===== config.mk =====
export PLATFORM = sky130hd
export DESIGN_NAME = axi_stream_header_arbiter
export DESIGN_NICKNAME = d
export VERILOG_FILES = /design/src/rtl/axi_hdr_pkg.sv /design/src/rtl/axi_stream_header_arbiter_rr_arbiter.sv /design/src/rtl/axi_stream_header_arbiter.sv
export SDC_FILE = /design/constraint.sdc
export NUM_CORES = 1
export LEC_CHECK = 0
export ABC_CLOCK_PERIOD_IN_PS = 3100
export BUFFER_PORTS_ARGS = -buffer_cell sky130_fd_sc_hd__buf_2
export CAP_MARGIN = 0
export CORE_AREA = 5 5 152 154
export CTS_BUF_LIST = sky130_fd_sc_hd__clkbuf_16
export DETAILED_ROUTE_END_ITERATION = 10
export DIE_AREA = 0 0 157 159
export PLACE_DENSITY = 0.4
export SYNTH_ARGS = -nofsm -noshare
export SYNTH_HDL_FRONTEND = slang
export SYNTH_SLANG_ARGS = --single-unit

===== constraint.sdc =====
create_clock -name clk -period 3.1 [get_ports clk]
set_clock_uncertainty 0.2 [all_clocks]
set_input_delay 0.155 -clock clk [delete_from_list [all_inputs] [get_ports clk]]
set_output_delay 0.155 -clock clk [all_outputs]
set_load 0.01 [all_outputs]

===== src/rtl/axi_hdr_pkg.sv =====
// Shared FSM encoding and default sizing for the AXI-stream header arbiter.
package axi_hdr_pkg;
   typedef enum logic [1:0] {
      ST_IDLE = 2'd0,
      ST_HDR  = 2'd1,
      ST_DATA = 2'd2
   } state_e;

   localparam int DEF_DATA_WD = 32;
   localparam int DEF_N_CH    = 4;
endpackage


===== src/rtl/axi_stream_header_arbiter_rr_arbiter.sv =====
// Combinational round-robin picker: first requester above last_grant, wrapping.
module rr_arbiter #(
   parameter int N_CH = 4,
   parameter int GW   = $clog2(N_CH)
) (
   input  logic [N_CH-1:0] req,
   input  logic [GW-1:0]   last_grant,
   output logic [N_CH-1:0] grant_oh,
   output logic [GW-1:0]   grant_bin
);
   logic [GW-1:0] idx_s;
   logic          hit_s;
   logic          found_s;

   // Rotating-priority search starting one above the previous winner.
   always_comb begin
      grant_oh  = '0;
      grant_bin = '0;
      found_s   = 1'b0;
      idx_s     = '0;
      hit_s     = 1'b0;
      for (int i = 1; i <= N_CH; i++) begin
         idx_s           = GW'((int'(last_grant) + i) % N_CH);
         hit_s           = req[idx_s] & ~found_s;
         grant_oh[idx_s] = hit_s;
         grant_bin       = hit_s ? idx_s : grant_bin;
         found_s         = found_s | hit_s;
      end
   end
endmodule


===== src/rtl/axi_stream_header_arbiter.sv =====
// Arbitrates N_CH header+payload sources onto one insert-header port pair.
module axi_stream_header_arbiter
   import axi_hdr_pkg::*;
#(
   parameter int  DATA_WD = DEF_DATA_WD,
   parameter int  N_CH    = DEF_N_CH,
   localparam int KW      = DATA_WD / 8,
   localparam int CW      = $clog2(DATA_WD / 8),
   localparam int GW      = $clog2(N_CH)
) (
   input  logic                 clk,
   input  logic                 rst_n,
   input  logic [N_CH-1:0]      s_valid_insert,
   input  logic [N_CH*DATA_WD-1:0] s_data_insert,
   input  logic [N_CH*KW-1:0]   s_keep_insert,
   input  logic [N_CH*CW-1:0]   s_byte_insert_cnt,
   output logic [N_CH-1:0]      s_ready_insert,
   input  logic [N_CH-1:0]      s_valid_in,
   input  logic [N_CH-1:0]      s_last_in,
   input  logic [N_CH*DATA_WD-1:0] s_data_in,
   input  logic [N_CH*KW-1:0]   s_keep_in,
   output logic [N_CH-1:0]      s_ready_in,
   output logic                 m_valid_insert,
   output logic [DATA_WD-1:0]   m_data_insert,
   output logic [KW-1:0]        m_keep_insert,
   output logic [CW-1:0]        m_byte_insert_cnt,
   input  logic                 m_ready_insert,
   output logic                 m_valid_in,
   output logic [DATA_WD-1:0]   m_data_in,
   output logic [KW-1:0]        m_keep_in,
   output logic                 m_last_in,
   input  logic                 m_ready_in,
   output logic [GW-1:0]        grant_id,
   output logic                 busy
);
   state_e              state_r;
   logic [GW-1:0]       grant_r;
   logic [GW-1:0]       last_grant_r;
   logic [N_CH-1:0]     arb_oh_s;
   logic [GW-1:0]       arb_bin_s;

   logic [DATA_WD-1:0]  hdr_data_a [N_CH];
   logic [KW-1:0]       hdr_keep_a [N_CH];
   logic [CW-1:0]       hdr_cnt_a  [N_CH];
   logic [DATA_WD-1:0]  pay_data_a [N_CH];
   logic [KW-1:0]       pay_keep_a [N_CH];

   for (genvar k = 0; k < N_CH; k++) begin : g_unpack
      assign hdr_data_a[k] = s_data_insert[k*DATA_WD +: DATA_WD];
      assign hdr_keep_a[k] = s_keep_insert[k*KW +: KW];
      assign hdr_cnt_a[k]  = s_byte_insert_cnt[k*CW +: CW];
      assign pay_data_a[k] = s_data_in[k*DATA_WD +: DATA_WD];
      assign pay_keep_a[k] = s_keep_in[k*KW +: KW];
   end

   rr_arbiter #(.N_CH(N_CH), .GW(GW)) u_rr_arbiter (
      .req        (s_valid_insert),
      .last_grant (last_grant_r),
      .grant_oh   (arb_oh_s),
      .grant_bin  (arb_bin_s)
   );

   assign busy     = (state_r != ST_IDLE);
   assign grant_id = grant_r;

   // Output steering from the registered grant; only the granted lane sees ready.
   always_comb begin
      m_valid_insert    = 1'b0;
      m_valid_in        = 1'b0;
      m_last_in         = 1'b0;
      s_ready_insert    = '0;
      s_ready_in        = '0;
      m_data_insert     = hdr_data_a[grant_r];
      m_keep_insert     = hdr_keep_a[grant_r];
      m_byte_insert_cnt = hdr_cnt_a[grant_r];
      m_data_in         = pay_data_a[grant_r];
      m_keep_in         = pay_keep_a[grant_r];
      case (state_r)
         ST_HDR: begin
            m_valid_insert          = s_valid_insert[grant_r];
            s_ready_insert[grant_r] = m_ready_insert;
         end
         ST_DATA: begin
            m_valid_in          = s_valid_in[grant_r];
            m_last_in           = s_last_in[grant_r];
            s_ready_in[grant_r] = m_ready_in;
         end
         default: begin
            m_valid_insert = 1'b0;
            m_valid_in     = 1'b0;
         end
      endcase
   end

   // Packet FSM: grant is latched in IDLE and held until the last payload beat.
   always_ff @(posedge clk or negedge rst_n) begin
      if (!rst_n) begin
         state_r      <= ST_IDLE;
         grant_r      <= '0;
         last_grant_r <= GW'(N_CH - 1);
      end else begin
         case (state_r)
            ST_IDLE: begin
               if (|arb_oh_s) begin
                  grant_r <= arb_bin_s;
                  state_r <= ST_HDR;
               end
            end
            ST_HDR: begin
               if (m_valid_insert && m_ready_insert) begin
                  state_r <= ST_DATA;
               end
            end
            ST_DATA: begin
               if (m_valid_in && m_ready_in && m_last_in) begin
                  state_r      <= ST_IDLE;
                  last_grant_r <= grant_r;
               end
            end
            default: begin
               state_r <= ST_IDLE;
            end
         endcase
      end
   end
endmodule


; Word level (Yosys, flattened, before mapping)
; Index checks and enable logic that the tools add are counted.
[word_totals]
register_bits = 6
input_bits = 312
out_inout_bits = 88
elab_cells = 104
[op_classes]
addsub = 4
n_lt_le_gt_ge = 11
eq_ne = 5
n_mux = 55
bitwise = 12
n_reduce_logical = 14
[ops]
columns = op, n
row1 = $bmux W32 S2, 2
row2 = $mux W32, 4
row3 = $mux W4, 6
row4 = $mux W2, 9
row5 = $bmux W4 S2, 2
row6 = $lt A2 B3 Y1 const B, 5
row7 = $mux W1, 15
row8 = $bmux W1 S2, 7
row9 = $and A4 B4 Y4, 3
row10 = $bwmux W4, 3
row11 = $demux W1 S2, 5
row12 = $ge A2 B1 Y1 const B, 5
row13 = $logic_and A1 B1 Y1, 8
row14 = $ne A2 B2 Y1 const B, 3
row15 = $pmux W2 S3, 1
row16 = $add A2 B1 Y2 const B, 2
row17 = $add A2 B2 Y2 const B, 2
row18 = $bmux W2 S2, 1
row19 = $reduce_and A2 Y1, 2
row20 = $reduce_or A4 Y1, 1
row21 = $and A1 B1 Y1, 3
row22 = $ge A3 B3 Y1 const B, 1
row23 = $not A1 Y1, 3
row24 = $not A2 Y3, 1
row25 = 6 further kinds, 7

; Logic depth before layout (Yosys ltp)
[depth]
depth_word = 15
mapped_depth = 9
ltp_nobuf = 7

; Cells and area by module
; A second synthesis with hierarchy kept.
[unflattened]
cells_unflattened = 187
area_unflattened_um2 = 2693.8
[modules_own_cells]
columns = module, n_inst, cells_each, area_per_inst_um2, seq_area_each_um2
row1 = axi_stream_header_arbiter, 1, 131, 2218.4, 152.6
row2 = rr_arbiter, 1, 56, 475.5, 0.0

; Worst setup path after synthesis
; Ideal clock, no wire load.
[synth_timing]
kind = reg-to-reg
startpoint = register last_grant_r[0]
endpoint = register grant_r[0] (netlist: grant_id[0])
setup_ns = 0.125
arrival_ns = 2.845
required_ns = 2.775
slack_ns = -0.070
path_stages_with_launch = 10
path_buffers = 2
period_less_slack_ns = 3.170
cell_sequence = dfstp_2 -> buf_4 -> inv_2 -> ha_1 -> buf_6 -> mux2_4 -> mux2_4 -> or3_4 -> a311oi_4 -> mux2_4
[synth_via]
elab_chain_cells = 14
word_cells_on_any_way = 50
cone_classes = 4 x add/sub / 8 x order compare / 23 x mux / 9 x bitwise / 6 x reduce/logical
[synth_lines]
columns = element, line_no
row1 = start: declaration, axi_stream_header_arbiter.sv:38  ; logic [GW-1:0] last_grant_r;
row2 = start signal: assignment, axi_stream_header_arbiter.sv:100  ; last_grant_r <= GW'(N_CH - 1);
row3 = start signal: assignment, axi_stream_header_arbiter.sv:117  ; last_grant_r <= grant_r;
row4 = $add A2 B1 Y2, axi_stream_header_arbiter_rr_arbiter.sv:23  ; idx_s = GW'((int'(last_grant) + i) % N_CH);
row5 = $bmux W1 S2, axi_stream_header_arbiter_rr_arbiter.sv:24  ; hit_s = req[idx_s] & ~found_s;
row6 = $mux W1 (implied by the code), axi_stream_header_arbiter_rr_arbiter.sv:24
row7 = $not A1 Y1, axi_stream_header_arbiter_rr_arbiter.sv:24
row8 = $and A1 B1 Y1, axi_stream_header_arbiter_rr_arbiter.sv:24
row9 = $or A1 B1 Y1, axi_stream_header_arbiter_rr_arbiter.sv:27  ; found_s = found_s | hit_s;
row10 = $not A1 Y1, axi_stream_header_arbiter_rr_arbiter.sv:24
row11 = $and A1 B1 Y1, axi_stream_header_arbiter_rr_arbiter.sv:24
row12 = $or A1 B1 Y1, axi_stream_header_arbiter_rr_arbiter.sv:27
row13 = $not A1 Y1, axi_stream_header_arbiter_rr_arbiter.sv:24
row14 = $and A1 B1 Y1, axi_stream_header_arbiter_rr_arbiter.sv:24
row15 = $bwmux W4, axi_stream_header_arbiter_rr_arbiter.sv:25  ; grant_oh[idx_s] = hit_s;
row16 = $reduce_or A4 Y1, axi_stream_header_arbiter.sv:104  ; if (|arb_oh_s) begin
row17 = $reduce_and A2 Y1 (no line), n/a
row18 = end signal: assignment, axi_stream_header_arbiter.sv:105  ; grant_r <= arb_bin_s;
row19 = end: declaration, axi_stream_header_arbiter.sv:37  ; logic [GW-1:0] grant_r;
; Several ways; a longest one is shown, not always the timed one. The select of a mux whose other input is x is not followed.
; A chain may end at the register's enable or synchronous reset.

; Final worst setup path
[layout_timing]
startpoint = register last_grant_r[0]
endpoint = register grant_r[1] (netlist: grant_id[1])
; The elaborated chain is that of the path after synthesis.

==> results.toml <==
[clocking]
clk_pin_slew_ns = 0.04
clockBufferDepth = 2
htreeDepth = 1
cts_made_buffers = 3
cts_resized = 0
cts_tree = "done"
clockRootBuffer = "clkbuf_16"
clk_latency_ns = 0.23
clock_sinks = 6

[yosys]
synth_compound_area_share_pct = 5.77
synth_area_leaders = "mux4_2, dfrtp_1, ha_1"
synth-simple-area-share_pct = 7.68
syn_area_mm2 = 0.00275
ys_seq_area_share_pct = 5.55
synth-async-reset-ratio_pct = 100
ys_ff_latch = 6
synth_flop_cell = "dfrtp_1"
yosysTopAreaCell = "mux4_2"
post-synth-top-count-cell = "mux4_2"
syn-num-nets = 509
synth_edf_count = 0
synth_top_family_by_area = "multiplexers"
syn_inst = 189
yosysWarnings = 0
yosysUniqueCellTypes = 42
avgSynthCellArea_um2 = 14.6
synthMuxAreaShare_pct = 71.1
synthAdderAreaFrac_pct = 3.64
synth-xor-area-share_pct = 0
ys_top_cells_by_count = "mux4_2, nor2_1, ha_1"
netlist.area_leader.share_pct = 63.8

[critical_path]
worstPathCellList = "inv_6 -> ha_4 -> mux2_4 -> mux2_4 -> or3_4 -> a311oi_4 -> mux2_4"
critical_path_class = "register to register"
cp_data_arrival_time_ns = 2.83
cp_common_cell = "mux2_4"
crit_required_ns = 3.01
crit_slowest_cell = "dfstp_2"
max_stage_delay_ns = 0.57
path_max_fanout = 7
critPathLaunchType = "register"
end_kind = "register"
crit_family = "multiplexers"
cp_num_buf_inv = 1

[cells_and_area]
fin_cells = 863
fillers = 2367
layout-drive-gt1-share_pct = 87.8
stdcell_area_mm2 = 0.00515
fin_nets = 902
seqCellArea_um2 = 160
multiInputGateArea_mm2 = 0.00244
areaGrowthSynthToFinish_pct = 87.2

[power_and_ir_drop]
p_int_mw = 2.15
power.leakage_nw = 2.52
switchingPower_mw = 1.82
ir_drop_mv = 0.222
seqPwrFrac_pct = 7.7
p_comb_share_pct = 86.9
p_per_area_mw_per_mm2 = 770
p_clk_share_pct = 5.4
switching_share_pct = 45.9

[drt]
drtAntennaViolNets = 0
drt-total-wl_um = 18300
wl_per_cell_um = 21.2
firstDrtPassIters = 4
routed-via-count = 3658
via_per_inst = 4.24
first_iter_violations = 209
drc_errors = 0

[floorplanning]
ios = 400
start_util_pct = 12.8
fp.dieW_um = 157
coreArea_mm2 = 0.0216
dieArea_mm2 = 0.0250
row_count = 54
fp.dieH_um = 159

[timing]
tightest_slew_ns = 0.643
setup_viol = 0
slew-limit-headroom_pct = 57.2
finalCriticalPeriod_ns = 2.91
slew_viol_final = 0
fmax_mhz = 344
rsz0062_at_grt = "false"
hold_violations = 0
finalCritPeriodShare_pct = 93.9

[run_status]
status = "finished clean"

[global_route]
grt_overflow = 0
grt.busiest_layer = "met2"
grt_start_max_net_pins = 45
grt_pass1_vias = 3877
gr-usage-met2_pct = 24.2
grt_pass1_wl_um = 25600
grt_use_total_pct = 13.5
met3_usage_pct = 3.48
antenna_found_initial = 3
globalRouteMet1Util_pct = 16.7

[placement]
place_congestion = 0.933
hpwl_um = 16800
dpl_cell_area_mm2 = 0.00506
portBuffers = 399
numPlacedInstances = 856

[job]
drv_cap = 0

[hold_path]
hold_class = "input pin to register"
## cells by family after synthesis
logic type / Yosys count
and+or+nand+nor: 39
adders and majority gates: 8
DFF: 6
buffers and inverters: 27
muxes: 92
AOI/OAI and AO/OA: 17
## state kept, by name (all words and copies together), names as in the netlist
register,flops
grant_id,2
last_grant_r,2
state_r,2
## stage by stage
| step | hold WS (ns) | setup TNS [ns] | worst slack (ns) | utilization, % | total power [mW] |
|---|---|---|---|---|---|
| 2_1_floorplan | -0.341 | -0.0592 | -0.0296 | - | 2.62 |
| 3_3_place_gp | -0.203 | 0 | 0.194 | 23.5 | 3.85 |
| 3_5_place_dp | -0.207 | 0 | 0.190 | 23.5 | 3.83 |
| 4_1_cts | 0.0174 | 0 | 0.180 | 23.9 | 4.06 |
| 5_1_grt | 0.0467 | 0 | 0.0960 | 23.9 | 4.29 |
| 6_report | 0.0206 | 0 | 0.189 | 23.9 | 3.97 |
## worst paths after layout
| path | start | end | slack, ns | cells after the start |
|---|---|---|---|---|
| setup / recovery | last_grant_r[0] | grant_id[1] | 0.19 | 7 |
| hold / removal | m_ready_insert | state_r[1] | 0.02 | 2 |
| setup reg to reg | last_grant_r[0] | grant_id[1] | 0.19 | 7 |
| hold reg to reg | state_r[1] | state_r[0] | 0.45 | 2 |
| max in group asynchronous | rst_n | last_grant_r[1] | 2.37 | 2 |
| min in group asynchronous | rst_n | state_r[0] | 0.10 | 2 |
## timing repair
action	4_1_cts	5_1_grt
endpoints found under the hold margin	6	0
buffers inserted	0	0
hold buffers	1	0
## placed cells by master, fill, tap and decap left out, drive strengths merged, types with 2 or more instances in the layout
| cell type | netlist | routed |
|---|---|---|
| o211ai | 2 | 2 |
| a22oi | 3 | 3 |
| mux2i | 4 | 4 |
| mux2 | 8 | 8 |
| and2 | 3 | 3 |
| nand2 | 6 | 6 |
| inv | 5 | 6 |
| diode | 0 | 2 |
| nand2b | 7 | 7 |
| nor2b | 3 | 3 |
| dfstp | 2 | 2 |
| ha | 8 | 8 |
| or3 | 2 | 2 |
| nand4 | 3 | 3 |
| mux4 | 80 | 80 |
| dfrtp | 4 | 4 |
| nor3 | 2 | 2 |
| buf | 13 | 409 |
| nor2 | 10 | 10 |
| clkbuf | 9 | 3 |
## area by class of cell
| class | instances | area share (%) |
|---|---|---|
| inverter | 5 | 0.461 |
| timing repair buffer | 410 | 40.6 |
| tap | 280 | 6.80 |
| clock buffer | 3 | 1.46 |
| antenna | 2 | 0.0971 |
| clock inverter | 1 | 0.0728 |
| multi-input combinational | 156 | 47.4 |
| sequential | 6 | 3.11 |
## layer usage
metal	share of wire [%]	routed length (um)
met5	0.071	13
met4	0.43	79
met3	11	1970
met2	51	9410
met1	37	6840
## power by group through the flow
| stage | logic, mW | registers (mW) | clock network [mW] |
|---|---|---|---|
| 2_1_floorplan | 2.44 | 0.177 | 0 |
| 3_3_place_gp | 3.54 | 0.319 | 0 |
| 3_5_place_dp | 3.51 | 0.319 | 0 |
| 4_1_cts | 3.52 | 0.319 | 0.221 |
| 5_1_grt | 3.73 | 0.330 | 0.226 |
| 6_report | 3.45 | 0.305 | 0.215 |
Power figures use the tool's default switching activity.
